### src/rtl/instr_fetch_stage_pkg.sv
// Shared definitions for the instruction fetch front end: reset vector, PC step,
// queue geometry and FSM state encodings.
package instr_fetch_stage_pkg;

    localparam logic [31:0] RESET_PC_DEF = 32'h0000_0000;
    localparam logic [31:0] PC_INC_DEF   = 32'd4;
    localparam int unsigned QDEPTH_DEF   = 2;
    localparam int unsigned ENTRY_W      = 64;   // {pc, instr}

    typedef enum logic [1:0] {
        ST_IDLE    = 2'd0,
        ST_REQ     = 2'd1,
        ST_DISCARD = 2'd2
    } fetch_state_e;

    function automatic logic [31:0] word_align(input logic [31:0] addr);
        return addr & ~32'h0000_0003;
    endfunction

endpackage

### src/rtl/instr_fetch_stage_queue.sv
// Small synchronous FIFO holding fetched {pc, instr} entries; head is visible
// combinationally so a word pushed at an edge is presented right after it.
module fetch_queue #(
    parameter int unsigned DEPTH = 2,
    parameter int unsigned W     = 64
) (
    input  logic                       clk,
    input  logic                       rst,
    input  logic                       push_i,
    input  logic [W-1:0]               data_i,
    input  logic                       pop_i,
    input  logic                       flush_i,
    output logic                       valid_o,
    output logic [W-1:0]               data_o,
    output logic [$clog2(DEPTH):0]     count_o
);
    localparam int unsigned AW = (DEPTH > 1) ? $clog2(DEPTH) : 1;
    localparam int unsigned CW = $clog2(DEPTH) + 1;
    localparam logic [CW-1:0] DEPTH_C = CW'(DEPTH);
    localparam logic [AW-1:0] LAST_C  = AW'(DEPTH - 1);

    logic [W-1:0]  mem_q [DEPTH];
    logic [AW-1:0] wr_ptr_q;
    logic [AW-1:0] rd_ptr_q;
    logic [CW-1:0] count_q;
    logic          do_push;
    logic          do_pop;

    assign do_pop  = pop_i && (count_q != '0);
    assign do_push = push_i && ((count_q != DEPTH_C) || do_pop);

    always_ff @(posedge clk or posedge rst) begin
        if (rst) begin
            wr_ptr_q <= '0;
            rd_ptr_q <= '0;
            count_q  <= '0;
        end else if (flush_i) begin
            wr_ptr_q <= '0;
            rd_ptr_q <= '0;
            count_q  <= '0;
        end else begin
            if (do_push) wr_ptr_q <= (wr_ptr_q == LAST_C) ? '0 : wr_ptr_q + 1'b1;
            if (do_pop)  rd_ptr_q <= (rd_ptr_q == LAST_C) ? '0 : rd_ptr_q + 1'b1;
            count_q <= count_q + CW'(do_push) - CW'(do_pop);
        end
    end

    // Storage carries no reset; validity is tracked solely by count_q.
    always_ff @(posedge clk) begin
        if (do_push && !flush_i) mem_q[wr_ptr_q] <= data_i;
    end

    assign valid_o = (count_q != '0);
    assign data_o  = mem_q[rd_ptr_q];
    assign count_o = count_q;

endmodule

### src/rtl/instr_fetch_stage.sv
// Fetch front end: owns the fetch PC, runs the single-outstanding imem request
// FSM and feeds decode from a small queue, flushing on datapath redirects.
module instr_fetch_stage
    import instr_fetch_stage_pkg::*;
#(
    parameter logic [31:0] RESET_PC = RESET_PC_DEF,
    parameter logic [31:0] PC_INC   = PC_INC_DEF,
    parameter int unsigned QDEPTH   = QDEPTH_DEF
) (
    input  logic        clk,
    input  logic        rst,
    output logic        imem_req,
    output logic [31:0] imem_addr,
    input  logic        imem_ack,
    input  logic [31:0] imem_rdata,
    input  logic        redirect,
    input  logic [31:0] redirect_pc,
    output logic        instr_valid,
    output logic [31:0] instr,
    output logic [31:0] instr_pc,
    output logic [31:0] instr_pc4,
    input  logic        instr_ready
);
    localparam int unsigned CW = $clog2(QDEPTH) + 1;
    localparam logic [CW-1:0] QDEPTH_C = CW'(QDEPTH);

    fetch_state_e state_q, state_d;
    logic [31:0]  fetch_pc_q, fetch_pc_d;
    logic [31:0]  addr_q, addr_d;

    logic               q_push, q_pop, q_valid;
    logic [ENTRY_W-1:0] q_head;
    logic [CW-1:0]      q_count;
    logic [CW-1:0]      occ_after;
    logic [31:0]        target_pc;
    logic [31:0]        next_pc;

    assign q_pop     = q_valid && instr_ready;
    assign target_pc = word_align(redirect_pc);
    assign next_pc   = fetch_pc_q + PC_INC;
    assign occ_after = q_count + CW'(1'b1) - CW'(q_pop);

    always_comb begin
        state_d    = state_q;
        fetch_pc_d = fetch_pc_q;
        addr_d     = addr_q;
        q_push     = 1'b0;
        case (state_q)
            ST_IDLE: begin
                if (redirect) begin
                    fetch_pc_d = target_pc;
                end else if (q_count < QDEPTH_C) begin
                    state_d = ST_REQ;
                    addr_d  = fetch_pc_q;
                end
            end
            ST_REQ: begin
                if (redirect) begin
                    fetch_pc_d = target_pc;
                    state_d    = imem_ack ? ST_IDLE : ST_DISCARD;
                end else if (imem_ack) begin
                    q_push     = 1'b1;
                    fetch_pc_d = next_pc;
                    // Chain straight into the next request while room remains.
                    if (occ_after < QDEPTH_C) begin
                        state_d = ST_REQ;
                        addr_d  = next_pc;
                    end else begin
                        state_d = ST_IDLE;
                    end
                end
            end
            ST_DISCARD: begin
                if (redirect) fetch_pc_d = target_pc;
                if (imem_ack) state_d = ST_IDLE;
            end
            default: state_d = ST_IDLE;
        endcase
    end

    always_ff @(posedge clk or posedge rst) begin
        if (rst) begin
            state_q    <= ST_IDLE;
            fetch_pc_q <= RESET_PC;
            addr_q     <= RESET_PC;
        end else begin
            state_q    <= state_d;
            fetch_pc_q <= fetch_pc_d;
            addr_q     <= addr_d;
        end
    end

    fetch_queue #(
        .DEPTH (QDEPTH),
        .W     (ENTRY_W)
    ) u_queue (
        .clk     (clk),
        .rst     (rst),
        .push_i  (q_push),
        .data_i  ({fetch_pc_q, imem_rdata}),
        .pop_i   (q_pop),
        .flush_i (redirect),
        .valid_o (q_valid),
        .data_o  (q_head),
        .count_o (q_count)
    );

    assign imem_req    = (state_q != ST_IDLE);
    assign imem_addr   = addr_q;
    assign instr_valid = q_valid;
    assign instr       = q_valid ? q_head[31:0]  : '0;
    assign instr_pc    = q_valid ? q_head[63:32] : '0;
    assign instr_pc4   = q_valid ? (q_head[63:32] + PC_INC) : '0;

endmodule

### config.mk
export PLATFORM = sky130hd
export DESIGN_NAME = instr_fetch_stage
export DESIGN_NICKNAME = d
export VERILOG_FILES = /design/src/rtl/instr_fetch_stage_pkg.sv /design/src/rtl/instr_fetch_stage_queue.sv /design/src/rtl/instr_fetch_stage.sv
export SDC_FILE = /design/constraint.sdc
export NUM_CORES = 1
export LEC_CHECK = 0
export ABC_CLOCK_PERIOD_IN_PS = 4300
export CORE_MARGIN = 2
export CORE_UTILIZATION = 58
export DETAILED_ROUTE_END_ITERATION = 10
export DONT_BUFFER_PORTS = 1
export PLACE_DENSITY = 0.84
export SYNTH_ARGS = -nofsm -noshare
export SYNTH_HDL_FRONTEND = slang
export SYNTH_SLANG_ARGS = --single-unit
### constraint.sdc
create_clock -name clk -period 4.3 [get_ports clk]
set_input_delay 0.645 -clock clk [delete_from_list [all_inputs] [get_ports clk]]
set_output_delay 0.645 -clock clk [all_outputs]
set_load 0.02 [all_outputs]
# [Word level (Yosys, flattened, before mapping)]
# Memories as Yosys holds them, arrays and structs flattened.
# Index checks and enable logic that the tools add are counted.
[op_classes] n_reduce_logical=17 n_eq_ne=11 addsub=8 muxes=33 n_lt_le_gt_ge=2
[ops] op="$mux W32" n=11
[ops] op="$pmux W32 S2" n=2
[ops] op="$add A32 B3 Y32 const B" n=2
[ops] op="$mux W2" n=7
[ops] op="$ne A2 B2 Y1 const B" n=7
[ops] op="$mux W1" n=12
[ops] op="$reduce_bool A2 Y1" n=6
[ops] op="$pmux W2 S3" n=1
[ops] op="$reduce_and A6 Y1" n=1
[ops] op="$logic_and A1 B1 Y1" n=4
[ops] op="$lt A2 B2 Y1 const B" n=2
[ops] op="$reduce_and A4 Y1" n=1
[ops] op="$sub A2 B1 Y2" n=2
[ops] op="$ne A3 B3 Y1 const B" n=1
[ops] op="$reduce_and A3 Y1" n=1
[ops] op="$add A1 B1 Y1 const B" n=2
[ops] op="$add A2 B1 Y2" n=1
[ops] op="$add A2 B1 Y2 const B" n=1
[ops] op="$eq A2 B1 Y1 const B" n=1
[ops] op="$eq A2 B2 Y1 const B" n=1
[ops] op="$logic_not A2 Y1" n=1
[ops] op="$ne A2 B1 Y1 const B" n=1
[ops] op="$reduce_or A2 Y1" n=1
[ops] op="$logic_not A1 Y1" n=1
[ops] op="$logic_or A1 B1 Y1" n=1
[totals] input_bits=69 output_inout_bits=130 ram_bits=128 n_memories=1 reg_bits=70 elab_cells=78
[mem_list] name="u_queue.mem_q" depth=2 word_bits=64 read_ports=1 rd_ports_with_merged_regs=0 wr=1 line="instr_fetch_stage_queue.sv:22" rtl="logic [W-1:0] mem_q [DEPTH];"

# [Depth between registers and ports, before layout]
# Gate-level depths: netlist (run 1).
[depth] ltp_word=8 mapped_depth=12

# [Modules after synthesis]
# From an unflattened synthesis (run 1), not the netlist that was laid out.
[hier_totals] hier_cells=854 area_unflattened_um2=9933.3
[by_module_without_submodules] mod="instr_fetch_stage" cells_per_inst=632 area_each_um2=5071.1 instances=1
[by_module_without_submodules] mod="fetch_queue" cells_per_inst=222 area_each_um2=4862.2 instances=1

# [Worst setup path after synthesis (run 1)]
# Ideal clock, no wire load.
[synth_path] path_type="input port to flip-flop" from="input imem_ack" to="memory u_queue.mem_q[0][0], enable pin" path_stages=4 path_buffers=0 arrival_time_ps=3926 path_slack_ps=-116 cell_sequence="and2_1 > nand2_1 > a21oi_1 > nor2b_1"
[synth_between] elab_chain_len=7
[synth_lines] item="from (decl)" line="instr_fetch_stage.sv:14" rtl="input logic imem_ack,"
[synth_lines] item="$mux W1" line="instr_fetch_stage.sv:61" rtl="end else if (imem_ack) begin"
[synth_lines] item="$mux W1" line="instr_fetch_stage.sv:58" rtl="if (redirect) begin"
[synth_lines] item="$mux W1" line="instr_fetch_stage.sv:48" rtl="case (state_q)"
[synth_lines] item="$logic_and A1 B1 Y1" line="instr_fetch_stage_queue.sv:30" rtl="assign do_push = push_i && ((count_q != DEPTH_C) || do_pop);"
[synth_lines] item="$logic_and A1 B1 Y1" line="instr_fetch_stage_queue.sv:50" rtl="if (do_push && !flush_i) mem_q[wr_ptr_q] <= data_i;"
[synth_lines] item="$mux W1" line="instr_fetch_stage_queue.sv:50"
[synth_lines] item="$mux W1 (not written as such)" line="instr_fetch_stage_queue.sv:50"
[synth_lines] item="to (decl)" line="instr_fetch_stage_queue.sv:22"
# Every way passes these cells.

# [Worst setup path in the final report (run 1)]
[layout_path] from="register u_queue.rd_ptr_q" to="output instr_pc4[31]"
[layout_between] elab_chain_len=3
[layout_lines] item="from (decl)" line="instr_fetch_stage_queue.sv:24" rtl="logic [AW-1:0] rd_ptr_q;"
[layout_lines] item="from (signal assigned)" line="instr_fetch_stage_queue.sv:43" rtl="if (do_pop) rd_ptr_q <= (rd_ptr_q == LAST_C) ? '0 : rd_ptr_q + 1'b1;"
[layout_lines] item="$mem_v2 Z2 W64"
[layout_lines] item="$add A32 B3 Y32" line="instr_fetch_stage.sv:113" rtl="assign instr_pc4 = q_valid ? (q_head[63:32] + PC_INC) : '0;"
[layout_lines] item="$mux W32" line="instr_fetch_stage.sv:113"
[layout_lines] item="to (decl)" line="instr_fetch_stage.sv:21" rtl="output logic [31:0] instr_pc4,"
# Every way passes these cells.

==> out/results.txt, run 1 <==
Status -> finished, final reports clean
Initial antenna violation count -> 0
Net Sw Frac -> 0.453
Sequential fraction of the synthesis area -> 0.565
Share of total power in the clock network -> 0.227
CP dominant cell by count -> buf_4
Rows -> 46
Worst Hold Class -> in2reg
Worst Path Arrival -> 3.42 ns
Clk buf depth -> 2
Clock latency on the worst-skew pair -> 0.45 ns
Post-layout util -> 0.647
Post-DP HPWL -> 15,600 µm
Finished Layout Cells -> 1,090
Peak supply drop -> 0.365 mV
Clock transition at path regs -> 0.08 ns
Final #Nets -> 934
Core ar. -> 15,900 µm²
Ys Warns -> 0
WL per Instance -> 20.2 µm
Critical Path Fanout Max -> 43
Layout cell share with drive strength beyond 1 -> 0.0938
Post-route clock period utilization -> 0.944
Top delay family on crit path -> buffers and inverters
# port buffers -> 0
Top-count cell post-synth -> edfxtp_1
Area growth, synth to finish -> 8.37%
RD Place Congestion -> 0.914
Worst Setup End Kind -> output port
Placed Cells -> 1,058
Req. time, crit path -> 3.65 ns
Post-route ant nets -> 0
PostCTS Resize Cnt -> 0
GRT Total Usage -> 0.257
Residual DRC -> 0
DRT iter0 DRCs -> 680
Total CTS buffers -> 17
CP startpoint kind -> flop
Max Freq -> 246 MHz
Die area -> 17,500 µm²
Static Leak -> 3.50 nW
CTS Hold Bufs -> 0
Starting Density -> 0.597
Synth area leaders -> edfxtp_1, dfrtp_1, mux2i_1
Routed via count -> 6,724
Worst path bufs/invs -> 3
Pwr per Cell Area -> 687 nW/µm²
NetSw -> 0.00321 W
Grt ovf -> 0
Total power -> 0.00709 W
Gate Count Post-Synth -> 882
Mean Syn Cell Area -> 10.8 µm²
N_diodes -> 0
Slew margin rel. -> 0.405
Setup violators final -> 0
Setup bufs post-CTS -> 0
Minimum clock period -> 4.06 ns
Post-synth top flop -> edfxtp_1
Area share of the largest cell type after synthesis -> 0.391
Sequential power share -> 0.414
Register bit total from synthesis -> 190
Internal power -> 0.00388 W
Worst reg2reg path startpoint -> state_q[0]
Vias in the first global route -> 6,292
Fin. max-slew vios -> 0
1st-pass router iterations -> 5
Worst path cell trace -> buf_4 -> buf_4 -> mux2i_1 -> or3_1 -> o41ai_1 -> buf_4
Ys async rst share -> 0.347
Slew @ Worst Pin -> 0.890 ns
Worst hold start -> imem_ack
Synth cell count leaders -> edfxtp_1, nor2_1, nand2_1
Via/cell ratio -> 6.17
Total Wirelength -> 22,000 µm
Die width -> 132 µm
TritonCTS clock tree -> done
Die Ht -> 132 µm
Root buf cell -> clkbuf_16
Crit. Startpoint -> u_queue.rd_ptr_q
Delay of the slowest cell on the worst path -> 0.65 ns
Synthesized cell area -> 9520 µm²
RSZ-0062 raised after global routing -> no
Largest net degree at the start of global routing -> 55
Gate power share -> 0.359
Max-Cap Viols -> 0
Critical path's slowest cell -> dfrtp_4
EDFF count, synth -> 124
Setup CP Type -> reg2out
Post-synth cell types -> 62
Min Hold Slack -> 0.247 ns
Io pins -> 199
First-pass GRT wire length -> 34,800 µm
Largest area contributor in the netlist -> edfxtp_1
Final clock skew -> 0.0120 ns
Htree depth -> 4
Clk sinks -> 190
Setup_tns -> 0 ns
Final Hold Viols -> 0
-- metrics by stage --
stage	worst slack, ns	instance area (µm²)
detailed placement	0.747	9690
global route	0.124	10300
floorplan	0.747	9540
finish	0.239	10300
global placement	0.773	9690
CTS	0.266	10300
-- routing by layer --
layer | track usage | routed length, µm
met2 | 0.400 | 10200
met3 | 0.0769 | 2160
met4 | 0.0803 | 391
met1 | 0.350 | 9210
met5 | 0 | 0
-- cell families after synthesis --
| group | Yosys count | synth area share |
|---|---|---|
| AO/OA/AOI/OAI | 155 | 0.101 |
| XOR/XNOR | 45 | 0.0414 |
| adder cells (fa/ha/maj) | 4 | 0.00526 |
| buffers and inverters | 77 | 0.0396 |
| flip-flops | 190 | 0.565 |
| multiplexers | 68 | 0.0731 |
| other | 1 | 0.000394 |
| AND/OR/NAND/NOR | 342 | 0.175 |
-- area by class of cell --
type                       count  area (µm²)
fill                        1208        5630
sequential                   190        5380
multi-input combinational    620        3830
clock buffer                  17         425
tap                          216         270
clock inverter                15         204
timing repair buffer          24         180
inverter                       8        30.0
-- flip-flops by register name, summed over array words and instances, names as in the netlist --
name / flops
u_queue.rd_ptr_q: 1
u_queue.count_o: 2
fetch_pc_q: 30
u_queue.mem_q: 124
u_queue.wr_ptr_q: 1
imem_addr: 30
state_q: 2
-- layout by cell type (no fill, tap or decap), drive strengths merged, types with 5 or more instances in the layout --
cell     instances
or3              7
clkbuf          17
edfxtp         124
conb             6
and4             7
mux2i           59
clkinv           7
nand2           91
xor2            17
xnor2           28
a211oi           5
nand4           22
o31ai            8
mux2             9
a21oi           36
inv             16
and2            14
nand3b           6
a2bb2oi          8
nor3            23
and3             5
nor2b            6
o22ai           13
dfrtp           66
nand3           33
buf             24
nor4            11
o21ai           54
nand2b           5
nor2           101
-- power by group through the flow --
| stage | Combinational, W | Clock (W) | Sequential (W) |
|---|---|---|---|
| 3_5_place_dp | 0.00254 | 0 | 0.00296 |
| 5_1_grt | 0.00277 | 0.00170 | 0.00300 |
| 4_1_cts | 0.00255 | 0.00163 | 0.00293 |
| 6_report | 0.00255 | 0.00161 | 0.00293 |
| 2_1_floorplan | 0.00223 | 0 | 0.00271 |
| 3_3_place_gp | 0.00249 | 0 | 0.00294 |
-- worst register-to-register path: cells and delay by family, from the launching register on --
kind | cells | cell delay [ns]
and+or+nand+nor | 3 | 0.92
AOI/OAI and AO/OA | 1 | 0.29
DFF | 1 | 0.48
buffers and inverters | 1 | 0.57
-- worst paths after layout --
path | end | slack (ns) | depth (start not counted)
max | instr_pc4[31] | 0.24 | 6
min | state_q[1] | 0.25 | 1
max reg2reg | u_queue.mem_q[1][1] | 1.66 | 5
min reg2reg | u_queue.mem_q[1][63] | 0.59 | 0
max in group asynchronous | fetch_pc_q[4] | 3.16 | 2
min in group asynchronous | imem_addr[26] | 0.26 | 1
(Power assumes the default switching activity.)
==> run 2, diff against run 1 <==
CAP_MARGIN = 5   (was not set)
==> results of run 2 <==
Final layout, timing and power as in run 1 (identical DEF).
==> run 3, diff against run 2 <==
RECOVER_POWER = 50   (was not set)
==> run 3 against run 2 <==
  * The run now ends with capacitance limit, slew limit left
  * Register-to-register slack lost 0.48 ns
  * Global-route usage did not move
  * Maximum frequency barely moved
==> out/results.txt, run 3 (synthesis gave the netlist of run 1 again) <==
Worst-case reg-to-reg path depth -> 6 (+1)
Final-layout fill cell count -> 1,214 (+0.50%)
WL per Instance -> 20.2 µm (+0.11%)
Total CTS buffers -> 17 (unchanged)
Starting Density -> 0.597 (unchanged)
Slew @ Worst Pin -> 1.60 ns (+0.713 ns)
Static Leak -> 3.49 nW (-0.37%)
RSZ-0062 raised after global routing -> no
Post-route clock period utilization -> 0.944 (about the same)
Setup CP Type -> reg2out
Reg with most FFs -> u_queue.mem_q
Pwr per Cell Area -> 688 nW/µm² (about the same)
Clock transition at path regs -> 0.08 ns (about the same)
Peak supply drop -> 0.365 mV (about the same)
Layout cell share with drive strength beyond 1 -> 0.0892 (-0.00458)
# port buffers -> 0 (unchanged)
Worst Hold Class -> in2reg
CP startpoint kind -> flop
Post-DP HPWL -> 15,600 µm (unchanged)
Max Freq -> 246 MHz (about the same)
Rows -> 46 (unchanged)
Flop-to-flop setup slack -> 1.18 ns (-0.48 ns)
Req. time, crit path -> 3.65 ns (about the same)
Critical Path Fanout Max -> 43 (unchanged)
Core ar. -> 15,900 µm² (unchanged)
Clock latency on the worst-skew pair -> 0.45 ns (about the same)
Most common cell after layout, fill and taps aside -> edfxtp_1
Die width -> 132 µm (unchanged)
Routed via count -> 6,730 (+0.089%)
GRT Total Usage -> 0.257 (unchanged)
Final #Nets -> 934 (unchanged)
Post-route ant nets -> 0 (unchanged)
Setup_tns -> 0 ns (unchanged)
Slew margin rel. -> -0.0699 (-0.475)
CTS Hold Bufs -> 0 (unchanged)
Final Hold Viols -> 0 (unchanged)
N_diodes -> 0 (unchanged)
PostCTS Resize Cnt -> 0 (unchanged)
Setup violators final -> 0 (unchanged)
Clk sinks -> 190 (unchanged)
Worst reg2reg path startpoint -> state_q[0]
Commonest non-fill, non-tap cells in the layout -> edfxtp_1, nor2_1, nand2_1
RD Place Congestion -> 0.914 (unchanged)
Fin. max-slew vios -> 86 (+86)
Htree depth -> 4 (unchanged)
Io pins -> 199 (unchanged)
Die area -> 17,500 µm² (unchanged)
Worst Setup End Kind -> output port
DRT iter0 DRCs -> 613 (-9.9%)
Max-Cap Viols -> 2 (+2)
Final clock skew -> 0.0162 ns (+0.00411 ns)
Worst setup path endpoint -> instr_pc4[31]
Crit. Startpoint -> u_queue.rd_ptr_q
Via/cell ratio -> 6.17 (about the same)
Initial antenna violation count -> 0 (unchanged)
Status -> complete, but fails checks
TritonCTS clock tree -> done
Die Ht -> 132 µm (unchanged)
Residual DRC -> 0 (unchanged)
Root buf cell -> clkbuf_16
Failing checks -> capacitance limit, slew limit
Largest net degree at the start of global routing -> 55 (unchanged)
Total Wirelength -> 22,000 µm (+0.11%)
Post-layout util -> 0.646 (-0.00141)
First-pass GRT wire length -> 34,800 µm (unchanged)
RR Endpoint -> fetch_pc_q[30]
Setup bufs post-CTS -> 0 (unchanged)
Vias in the first global route -> 6,292 (unchanged)
1st-pass router iterations -> 5 (unchanged)
Area growth, synth to finish -> 8.14%
Clk buf depth -> 2 (unchanged)
Minimum clock period -> 4.06 ns (-0.00345 ns)
Worst Path Arrival -> 3.41 ns (about the same)
Grt ovf -> 0 (unchanged)
Largest register FFs -> 124 (unchanged)
run 3: changes by cell type in the layout (fill, tap and decap cells not counted):
cell / delta
clkbuf_1: +3
and2_0: +1
a2bb2oi_4: -1
inv_2: -1
buf_4: -3
o21ai_1: -1
and2_1: -1
inv_1: +1
a2bb2oi_2: +1
o21ai_0: +1
run 3: layout make-up:
cell class | instances | area (µm²) | area share
flip-flops and latches | 190 | 5380 | 0.523
multi-input cells | 620 | 3820 | 0.371
clock buffers | 17 | 425 | 0.0413
well taps | 216 | 270 | 0.0263
clock inverters | 15 | 204 | 0.0198
repair buffers | 24 | 169 | 0.0164
inverters | 8 | 30.0 | 0.00292
run 3: worst min-delay path by stage:
stage / from / to / slack, ns / depth (start not counted)
floorplan: fetch_pc_q[4] / u_queue.mem_q[0][36] / 0.44 / 0
global placement: fetch_pc_q[31] / u_queue.mem_q[1][63] / 0.56 / 0
detailed placement: fetch_pc_q[31] / u_queue.mem_q[1][63] / 0.56 / 0
CTS: imem_ack / state_q[1] / 0.24 / 1
global route: imem_ack / state_q[1] / 0.24 / 1
finish: imem_ack / state_q[1] / 0.25 / 1
run 3: metrics by stage:
stage | setup slack, ns | total power (W) | hold slack (ns) | std cells | area (µm²)
detailed placement | 0.747 | 0.00550 | 0.560 | 1058 | 9690
finish | 0.242 | 0.00708 | 0.246 | 1090 | 10300
global placement | 0.773 | 0.00543 | 0.558 | 1058 | 9690
floorplan | 0.747 | 0.00494 | 0.437 | 887 | 9540
CTS | 0.266 | 0.00711 | 0.237 | 1090 | 10300
global route | 0.124 | 0.00746 | 0.237 | 1090 | 10300
run 3: report_power, final:
part	internal (W)	total [W]	switching (W)
logic	0.000753	0.00254	0.00178
registers	0.00232	0.00294	0.000619
clock network	0.000803	0.00161	0.000805
total	0.00387	0.00708	0.00321
run 3: critical path: stages, from the launching register on:
cell and delay, ns:
dfrtp_4 0.65, buf_4 0.58, buf_4 0.41, mux2i_1 0.25, or3_1 0.38, o41ai_1 0.44
buf_4 0.23
run 3: layer usage:
layer / wire length (µm) / GRT usage / up-vias / part of all wire
met5: 0 / 0 / - / 0
met4: 432 / 0.0803 / 0 / 0.020
met3: 2240 / 0.0769 / 41 / 0.10
met2: 10300 / 0.400 / 321 / 0.47
met1: 9040 / 0.350 / 3200 / 0.41
li1: - / - / 3168 / -
